**config.mk**
```make
export PLATFORM = sky130hd
export DESIGN_NAME = prog_loader
export DESIGN_NICKNAME = d
export VERILOG_FILES = /design/src/rtl/prog_loader_pkg.sv /design/src/rtl/byte_packer.sv /design/src/rtl/prog_loader.sv
export SDC_FILE = /design/constraint.sdc
export NUM_CORES = 1
export LEC_CHECK = 0
export ABC_CLOCK_PERIOD_IN_PS = 2400
export BUFFER_PORTS_ARGS = -buffer_cell sky130_fd_sc_hd__buf_2
export CAP_MARGIN = 5
export CORE_MARGIN = 4
export CORE_UTILIZATION = 55
export CTS_CLUSTER_DIAMETER = 100
export DETAILED_ROUTE_END_ITERATION = 12
export PLACE_DENSITY = 0.75
export SLEW_MARGIN = 40
export SYNTH_ARGS = -nofsm -noshare
export SYNTH_HDL_FRONTEND = slang
export SYNTH_SLANG_ARGS = --single-unit
```
**constraint.sdc**
```tcl
create_clock -name clk -period 2.4 [get_ports clk]
set_input_delay 0.12 -clock clk [delete_from_list [all_inputs] [get_ports clk]]
set_output_delay 0.12 -clock clk [all_outputs]
set_load 0.1 [all_outputs]
```
**src/rtl/prog_loader_pkg.sv**
```systemverilog
// Shared loader definitions: FSM state codes and frame-format constants.
// Imported by the loader top and its byte packer.
package prog_loader_pkg;

  typedef logic [2:0] ld_state_t;

  localparam logic [2:0] LD_LEN  = 3'd0;
  localparam logic [2:0] LD_DATA = 3'd1;
  localparam logic [2:0] LD_CHK  = 3'd2;
  localparam logic [2:0] LD_DONE = 3'd3;
  localparam logic [2:0] LD_ERR  = 3'd4;

  localparam int BYTES_PER_WORD = 4;

  function automatic logic accepts(input ld_state_t s);
    return (s == LD_LEN) || (s == LD_DATA) || (s == LD_CHK);
  endfunction

endpackage

```
**src/rtl/byte_packer.sv**
```systemverilog
// Byte-to-word packer: MSB-first shift register, byte index and XOR checksum.
// word_ready flags the transfer that completes a word; word_nxt is that word.
module byte_packer (
  input  logic        clk,
  input  logic        rst_n,
  input  logic        clr,
  input  logic        shift,
  input  logic [7:0]  din,
  output logic        word_ready,
  output logic [31:0] word_nxt,
  output logic [7:0]  csum
);
  import prog_loader_pkg::*;

  logic [31:0] word;
  logic [1:0]  idx;

  assign word_nxt   = {word[23:0], din};
  assign word_ready = shift && (idx == 2'(BYTES_PER_WORD - 1));

  // Shift bytes in, track position within the word, fold into checksum
  always_ff @(posedge clk or negedge rst_n) begin
    if (!rst_n) begin
      word <= '0;
      idx  <= '0;
      csum <= '0;
    end else if (clr) begin
      word <= '0;
      idx  <= '0;
      csum <= '0;
    end else if (shift) begin
      word <= word_nxt;
      idx  <= idx + 2'd1;
      csum <= csum ^ din;
    end
  end

endmodule

```
**src/rtl/prog_loader.sv**
```systemverilog
// Instruction RAM loader: frames a byte stream into words, writes the RAM,
// and releases the CPU from reset only after the checksum matches.
module prog_loader #(
  parameter int ADDR_W      = 6,
  parameter int TIMEOUT_CYC = 1000000
) (
  input  logic              clk,
  input  logic              rst_n,
  input  logic              in_valid,
  input  logic [7:0]        in_data,
  output logic              in_ready,
  input  logic              reload,
  output logic              ram_we,
  output logic [ADDR_W-1:0] ram_a,
  output logic [31:0]       ram_d,
  output logic              cpu_rst_n,
  output logic              done,
  output logic              err
);
  import prog_loader_pkg::*;

  localparam int DEPTH = 1 << ADDR_W;
  localparam int NW    = ADDR_W + 1;
  localparam int CW    = $clog2(TIMEOUT_CYC) + 1;

  ld_state_t         state;
  ld_state_t         state_nxt;
  logic [NW-1:0]     n_words;
  logic [ADDR_W-1:0] widx;
  logic [CW-1:0]     idle;

  logic        xfer;
  logic        len_bad;
  logic        last_word;
  logic        timeout;
  logic        chk_ok;
  logic        word_ready;
  logic [31:0] word_nxt;
  logic [7:0]  csum;

  assign xfer      = in_valid && in_ready;
  assign len_bad   = (in_data == 8'd0) ||
                     ({24'd0, in_data} > 32'(DEPTH));
  assign last_word = ({1'b0, widx} + NW'(1)) == n_words;
  assign timeout   = (idle == CW'(TIMEOUT_CYC - 1));
  assign chk_ok    = (in_data == csum);

  byte_packer u_pack (
    .clk        (clk),
    .rst_n      (rst_n),
    .clr        (xfer && (state == LD_LEN)),
    .shift      (xfer && (state == LD_DATA)),
    .din        (in_data),
    .word_ready (word_ready),
    .word_nxt   (word_nxt),
    .csum       (csum)
  );

  // Next-state decode
  always_comb begin
    state_nxt = state;
    unique case (state)
      LD_LEN: begin
        if (xfer) state_nxt = len_bad ? LD_ERR : LD_DATA;
      end
      LD_DATA: begin
        if (xfer) begin
          if (word_ready && last_word) state_nxt = LD_CHK;
        end else if (timeout) begin
          state_nxt = LD_ERR;
        end
      end
      LD_CHK: begin
        if (xfer) state_nxt = chk_ok ? LD_DONE : LD_ERR;
        else if (timeout) state_nxt = LD_ERR;
      end
      LD_DONE, LD_ERR: begin
        if (reload) state_nxt = LD_LEN;
      end
      default: state_nxt = LD_LEN;
    endcase
  end

  // State register
  always_ff @(posedge clk or negedge rst_n) begin
    if (!rst_n) state <= LD_LEN;
    else        state <= state_nxt;
  end

  // Frame length capture and word index
  always_ff @(posedge clk or negedge rst_n) begin
    if (!rst_n) begin
      n_words <= '0;
      widx    <= '0;
    end else if (xfer && (state == LD_LEN)) begin
      n_words <= NW'(in_data);
      widx    <= '0;
    end else if (word_ready) begin
      widx    <= widx + ADDR_W'(1);
    end
  end

  // Idle counter between accepted bytes while a frame is open
  always_ff @(posedge clk or negedge rst_n) begin
    if (!rst_n) begin
      idle <= '0;
    end else if ((state == LD_DATA) || (state == LD_CHK)) begin
      idle <= xfer ? '0 : idle + CW'(1);
    end else begin
      idle <= '0;
    end
  end

  // RAM write port: one-cycle strobe after each completed word
  always_ff @(posedge clk or negedge rst_n) begin
    if (!rst_n) begin
      ram_we <= 1'b0;
      ram_a  <= '0;
      ram_d  <= '0;
    end else begin
      ram_we <= word_ready;
      if (word_ready) begin
        ram_a <= widx;
        ram_d <= word_nxt;
      end
    end
  end

  // Registered status outputs follow the next state
  always_ff @(posedge clk or negedge rst_n) begin
    if (!rst_n) begin
      in_ready  <= 1'b0;
      cpu_rst_n <= 1'b0;
      done      <= 1'b0;
      err       <= 1'b0;
    end else begin
      in_ready  <= accepts(state_nxt);
      cpu_rst_n <= (state_nxt == LD_DONE);
      done      <= (state_nxt == LD_DONE);
      err       <= (state_nxt == LD_ERR);
    end
  end

endmodule
```
==> summary.txt, run 1 <==
Detailed routing
  – Iter 0 DRT Violations: 154
  – Detailed Routing Iterations Pass 1: 4
  – ANT nets after route: 0
  – DRC viols: 0
  – Vias per Instance: 5.36
  – WL final: 11100 µm
  – Via count: 3998
  – Post-DR wirelength/cell: 14.9 µm

Global route
  – Initial antenna violation count: 0
  – GRT Total Usage: 22.2%
  – First-pass GRT wire length: 19400 µm
  – Grt total ovfl: 0
  – Number of global-route vias before repair: 4003
  – Largest net degree at the start of global routing: 52

Power and ir drop
  – P_sw: 1.80 mW
  – Power per Cell Area: 971 nW/µm²
  – Switching share of total power: 30.4%
  – Comb power frac: 18.2%
  – P_int: 4.14 mW
  – Leakage power: 3.09 nW
  – Worst VDD drop: 0.606 mV
  – Clock share of power: 41.5%
  – Flop pwr share: 40.3%

Finish
  – Layout area overhead: 21.2%
  – Most frequent cells in the layout: 214 x nand2_1, 113 x dfrtp_1, 53 x buf_2
  – Filler Cells Inserted: 649
  – N_diodes: 0
  – Share of layout cells above drive strength 1: 16.8%
  – Most common cell after layout, fill and taps aside: nand2_1
  – Nets@finish: 640

Hold path
  – HP Start: reload
  – Hold Path Stages: 4
  – Hold Crit Class: input pin to flop
  – Hold Path Sink: state[1]

CTS
  – Post-cts resize count: 0
  – Post-CTS setup buffers: 0
  – Root buffer cell: clkbuf_8
  – H-tree levels: 4
  – CTS tree: done
  – Later-pin clock latency in the skew report: 0.51 ns
  – Clk slew on worst S/H paths: 0.05 ns
  – Hold_buf cts: 9
  – Clock Path Buffers: 2
  – Total CTS buffers: 17
  – # clock sinks: 113

Critical path
  – Slowest stage delay, CP: 0.52 ns
  – Buffer and inverter count on the worst path: 0
  – Reg-to-reg startpoint: widx[0]
  – Maximum fanout along the worst path: 6
  – R2r setup slk: 0.30 ns
  – CP arrival: 2.45 ns
  – Worst path slowest cell: or4b_1
  – Crit-path cells: ha_1 > nand3_1 > or4b_1 > a21oi_1 > o311a_1 > o221ai_1
  – Worst setup EP type: flop
  – Worst reg2reg path depth: 6
  – Startpoint Class: flop
  – Required time worst endpoint: 2.75 ns
  – WS Path Type: flop to flop
  – CP delay by family, top: simple AND/OR/NAND/NOR gates
  – FF-to-FF End: state[0]

Logic synthesis
  – Leading area contributor after synthesis: dfrtp_1
  – Mapped Avg Cell Area: 9.01 µm²
  – Syn_nets: 575
  – Dominant cells by area after synthesis: dfrtp_1 56%, nand2_1 16%, o21ai_0 4.4%, xnor2_1 3.8%, xor2_1 2.6%
  – YS warnings: 0
  – Async SR Flop Fraction: 100%
  – Number of flops mapped to enable cells by yosys: 0
  – Cell Area, Synth: 5050 µm²
  – Yosys cell types: 46
  – Post-synthesis sequential area ratio: 56.0%
  – Number of synthesized register bits: 113
  – Top_reg_cell synth: dfrtp_1
  – Synth Instances: 560
  – Synth top area share: 56.0%

Timing
  – Skew final: 0.0111 ns
  – Fin worst setup slack: 0.301 ns
  – Final min period: 2.10 ns
  – Worst-Margin Slew: 0.623 ns
  – Fmax: 0.477 GHz
  – Unrepaired setup endpoints after global routing: no
  – Count of pins over their slew limit: 0
  – Final period util: 87.4%
  – Setup Total Neg Slack: 0 ns
  – Worst slew margin: 58.5%
  – Final hold violations: 0
  – Final setup fails: 0

Floorplan
  – Chip height: 104 µm
  – Die area: 10800 µm²
  – Initial Utilization: 57.3%
  – CORE AREA: 8810 µm²
  – IO Count: 55
  – # rows: 34
  – DIE WIDTH: 104 µm

Placed design
  – Number of port buffers: 54
  – Dpl ws: 0.388 ns
  – Routability Congestion: 0.802
  – HPWL after DPL: 7130 µm

Job
  – MaxCap Viol Count: 0

Outcome
  – Status: complete, no violations
-- layer usage --
layer	share of wire (%)	routed length [µm]	track usage (%)	vias up
met5	0	0	0	-
met3	4.6	507	5.41	9
li1	-	-	-	1966
met2	50	5570	36.9	103
met4	0.91	101	6.55	0
met1	44	4920	29.0	1920
-- synth_stat cells, drive strengths merged (2+ instances only) --
master / instances
a21oi: 9
a22o: 2
and2: 2
and3: 10
buf: 8
clkbuf: 20
dfrtp: 113
ha: 3
inv: 3
nand2: 214
nand3: 14
nand4: 5
nor2: 30
nor2b: 9
nor3: 3
nor3b: 10
nor4: 5
nor4b: 2
o21ai: 44
or4: 2
xnor2: 22
xor2: 15
-- kinds of logic (layout without fill, tap and decap cells) --
logic type	count (synthesis)	after routing	synth area share [%]
flops	113	113	56.0
buf+inv	31	109	2.48
fa+ha+maj	3	3	0.744
compound gates	63	63	6.92
simple gates	313	313	27.4
xor+xnor	37	37	6.42
-- worst min-delay path: cells and delay by family --
family          cells  cell delay [ns]
compound gates      2             0.20
buf+inv             1             0.10
simple gates        1             0.08
-- through the flow --
step / cells / power, mW / util [%] / hold slack [ns] / area [µm²]
final: 746 / 5.94 / 69.5 / 0.0393 / 6120
after global routing: 746 / 6.23 / 69.5 / 0.0846 / 6120
after CTS: 746 / 5.97 / 69.5 / 0.0296 / 6120
after detailed placement: 705 / 3.47 / 61.7 / 0.188 / 5430
after global placement: 705 / 3.42 / 61.7 / 0.173 / 5430
after floorplan: 560 / 3.19 / - / -0.176 / 5050
-- cell type report --
| class | instances | area (µm²) | area share (%) |
|---|---|---|---|
| repair buffers | 74 | 445 | 7.28 |
| multi-input cells | 416 | 2100 | 34.3 |
| well taps | 108 | 135 | 2.21 |
| flip-flops and latches | 113 | 2830 | 46.2 |
| clock inverters | 9 | 103 | 1.68 |
| inverters | 3 | 11.3 | 0.184 |
| clock buffers | 23 | 497 | 8.12 |
-- worst max path at each step --
stage	start	to	slack [ns]	cells past startpoint
floorplan	in_ready	u_pack.word[18]	0.13	7
global placement	widx[0]	state[0]	0.47	6
detailed placement	widx[0]	state[0]	0.39	6
CTS	widx[0]	state[0]	0.35	6
global route	widx[0]	state[0]	0.20	6
finish	widx[0]	state[0]	0.30	6
-- power by group through the flow --
stage	clock network [mW]	registers, mW	logic [mW]
after floorplan	0	2.48	0.707
after global placement	0	2.39	1.03
after detailed placement	0	2.41	1.06
after CTS	2.49	2.39	1.09
after global routing	2.59	2.43	1.22
final	2.47	2.39	1.08
-- flip-flops by register name (all words and copies together) (netlist names) --
signal	flops
ram_we	1
idle	21
ram_a	6
state	3
err	1
ram_d	32
u_pack.word	24
u_pack.csum	8
widx	6
u_pack.idx	2
n_words	7
in_ready	1
done	1
Note: power is estimated with default switching activity, not from simulation.
==> run 2: changes to the inputs <==
- MAX_ROUTING_LAYER: not set -> met4
==> summary.txt, run 2 (synthesis gave the netlist of run 1 again) <==
CTS
  – Post-CTS setup buffers: 0
  – # clock sinks: 113
  – Post-cts resize count: 0
  – Clock Path Buffers: 2
  – Root buffer cell: clkbuf_8
  – H-tree levels: 4
  – Clk slew on worst S/H paths: 0.05 ns
  – Hold_buf cts: 9
  – Later-pin clock latency in the skew report: 0.51 ns
  – CTS tree: done
  – Total CTS buffers: 17

Critical path
  – Slowest stage delay, CP: 0.52 ns
  – WS Path Type: flop to flop
  – Maximum fanout along the worst path: 6
  – Startpoint Class: flop
  – Crit-path cells: ha_1 > nand3_1 > or4b_1 > a21oi_1 > o311a_1 > o221ai_1
  – Worst setup EP type: flop
  – Worst path slowest cell: or4b_1
  – R2r setup slk: 0.30 ns
  – Required time worst endpoint: 2.75 ns
  – CP arrival: 2.45 ns

Placed design
  – Inst Count DP: 705
  – Routability Congestion: 0.813
  – Number of port buffers: 54
  – HPWL after DPL: 7130 µm
  – Dpl ws: 0.388 ns

Global route
  – Grt total ovfl: 0
  – GRT Total Usage: 22.8%
  – Initial antenna violation count: 0
  – Largest net degree at the start of global routing: 52
  – First-pass GRT wire length: 19400 µm
  – Number of global-route vias before repair: 3991

Timing
  – Setup Total Neg Slack: 0 ns
  – Unrepaired setup endpoints after global routing: no
  – Final hold violations: 0
  – Final min period: 2.10 ns
  – Count of pins over their slew limit: 0
  – Worst slew margin: 57.9%
  – Fin worst setup slack: 0.301 ns
  – Worst-Margin Slew: 0.632 ns
  – Final setup fails: 0
  – Fmax: 0.476 GHz
  – Min Hold Slack: 0.0475 ns
  – Skew final: 0.00984 ns
  – Final period util: 87.5%

Detailed routing
  – Post-DR wirelength/cell: 14.9 µm
  – Iter 0 DRT Violations: 163
  – DRC viols: 0
  – Detailed Routing Iterations Pass 1: 4
  – Vias per Instance: 5.32
  – M1 WL: 5020 µm
  – Via count: 3967
  – Top Layer Used: met4
  – Met2 Wirelength: 5500 µm
  – Met3 wire length: 467 µm
  – WL final: 11100 µm
  – ANT nets after route: 0

Job
  – MaxCap Viol Count: 0

Floorplan
  – DIE WIDTH: 104 µm
  – CORE AREA: 8810 µm²
  – Chip height: 104 µm
  – # rows: 34
  – Die area: 10800 µm²
  – IO Count: 55
  – Initial Utilization: 57.3%

Finish
  – Most frequent cells in the layout: 214 x nand2_1, 113 x dfrtp_1, 53 x buf_2
  – Top flop regs: ram_d: 32 flops, u_pack.word: 24 flops, idle: 21 flops
  – Most flop-heavy register: ram_d
  – Layout area overhead: 21.2%
  – N_diodes: 0
  – Finished Layout Cells: 746
  – Max reg flops: 32
  – Nets@finish: 640
  – Share of layout cells above drive strength 1: 16.8%
  – Most common cell after layout, fill and taps aside: nand2_1

Hold path
  – Hold Crit Class: input pin to flop

Power and ir drop
  – Power per Cell Area: 972 nW/µm²
  – Worst VDD drop: 0.608 mV
  – Leakage power: 3.09 nW

Outcome
  – Status: complete, no violations
run 2: through the flow:
stage | cell area (µm²) | util (%) | total power, mW
2_1_floorplan | 5050 | - | 3.19
3_3_place_gp | 5430 | 61.7 | 3.42
3_5_place_dp | 5430 | 61.7 | 3.47
4_1_cts | 6120 | 69.5 | 5.97
5_1_grt | 6120 | 69.5 | 6.23
6_report | 6120 | 69.5 | 5.95
run 2: where the power goes:
part | total [mW] | leakage (nW) | internal (mW) | switching, mW
combinational | 1.08 | 1.25 | 0.356 | 0.724
clock | 2.47 | 0.292 | 1.63 | 0.838
sequential | 2.40 | 1.56 | 2.15 | 0.245
total | 5.95 | 3.09 | 4.14 | 1.81
run 2: routing by layer:
layer	track usage (%)	up-vias
met5	-	-
met2	36.7	87
met3	4.85	11
met1	29.2	1905
met4	7.12	0
li1	-	1964
run 2: cell type report:
class / instances / area, µm²
timing repair buffer: 74 / 445
sequential: 113 / 2830
tap: 108 / 135
clock buffer: 23 / 497
multi-input combinational: 416 / 2100
clock inverter: 9 / 103
fill: 649 / 2690
inverter: 3 / 11.3
run 2: critical path, delay by kind of cell (launching register included):
| family | cells | cell delay, ns |
|---|---|---|
| AOI/OAI and AO/OA | 3 | 0.52 |
| DFF | 1 | 0.43 |
| and+or+nand+nor | 2 | 0.73 |
| adders and majority gates | 1 | 0.26 |
run 2: final timing paths:
path,from,to,cells past startpoint
worst max-delay path,widx[0],state[0],6
worst min-delay path,reload,state[1],4
worst max register to register,widx[0],state[0],6
worst min register to register,ram_d[28],ram_d[28],2
max in group asynchronous,rst_n,idle[1],3
min in group asynchronous,rst_n,done,2
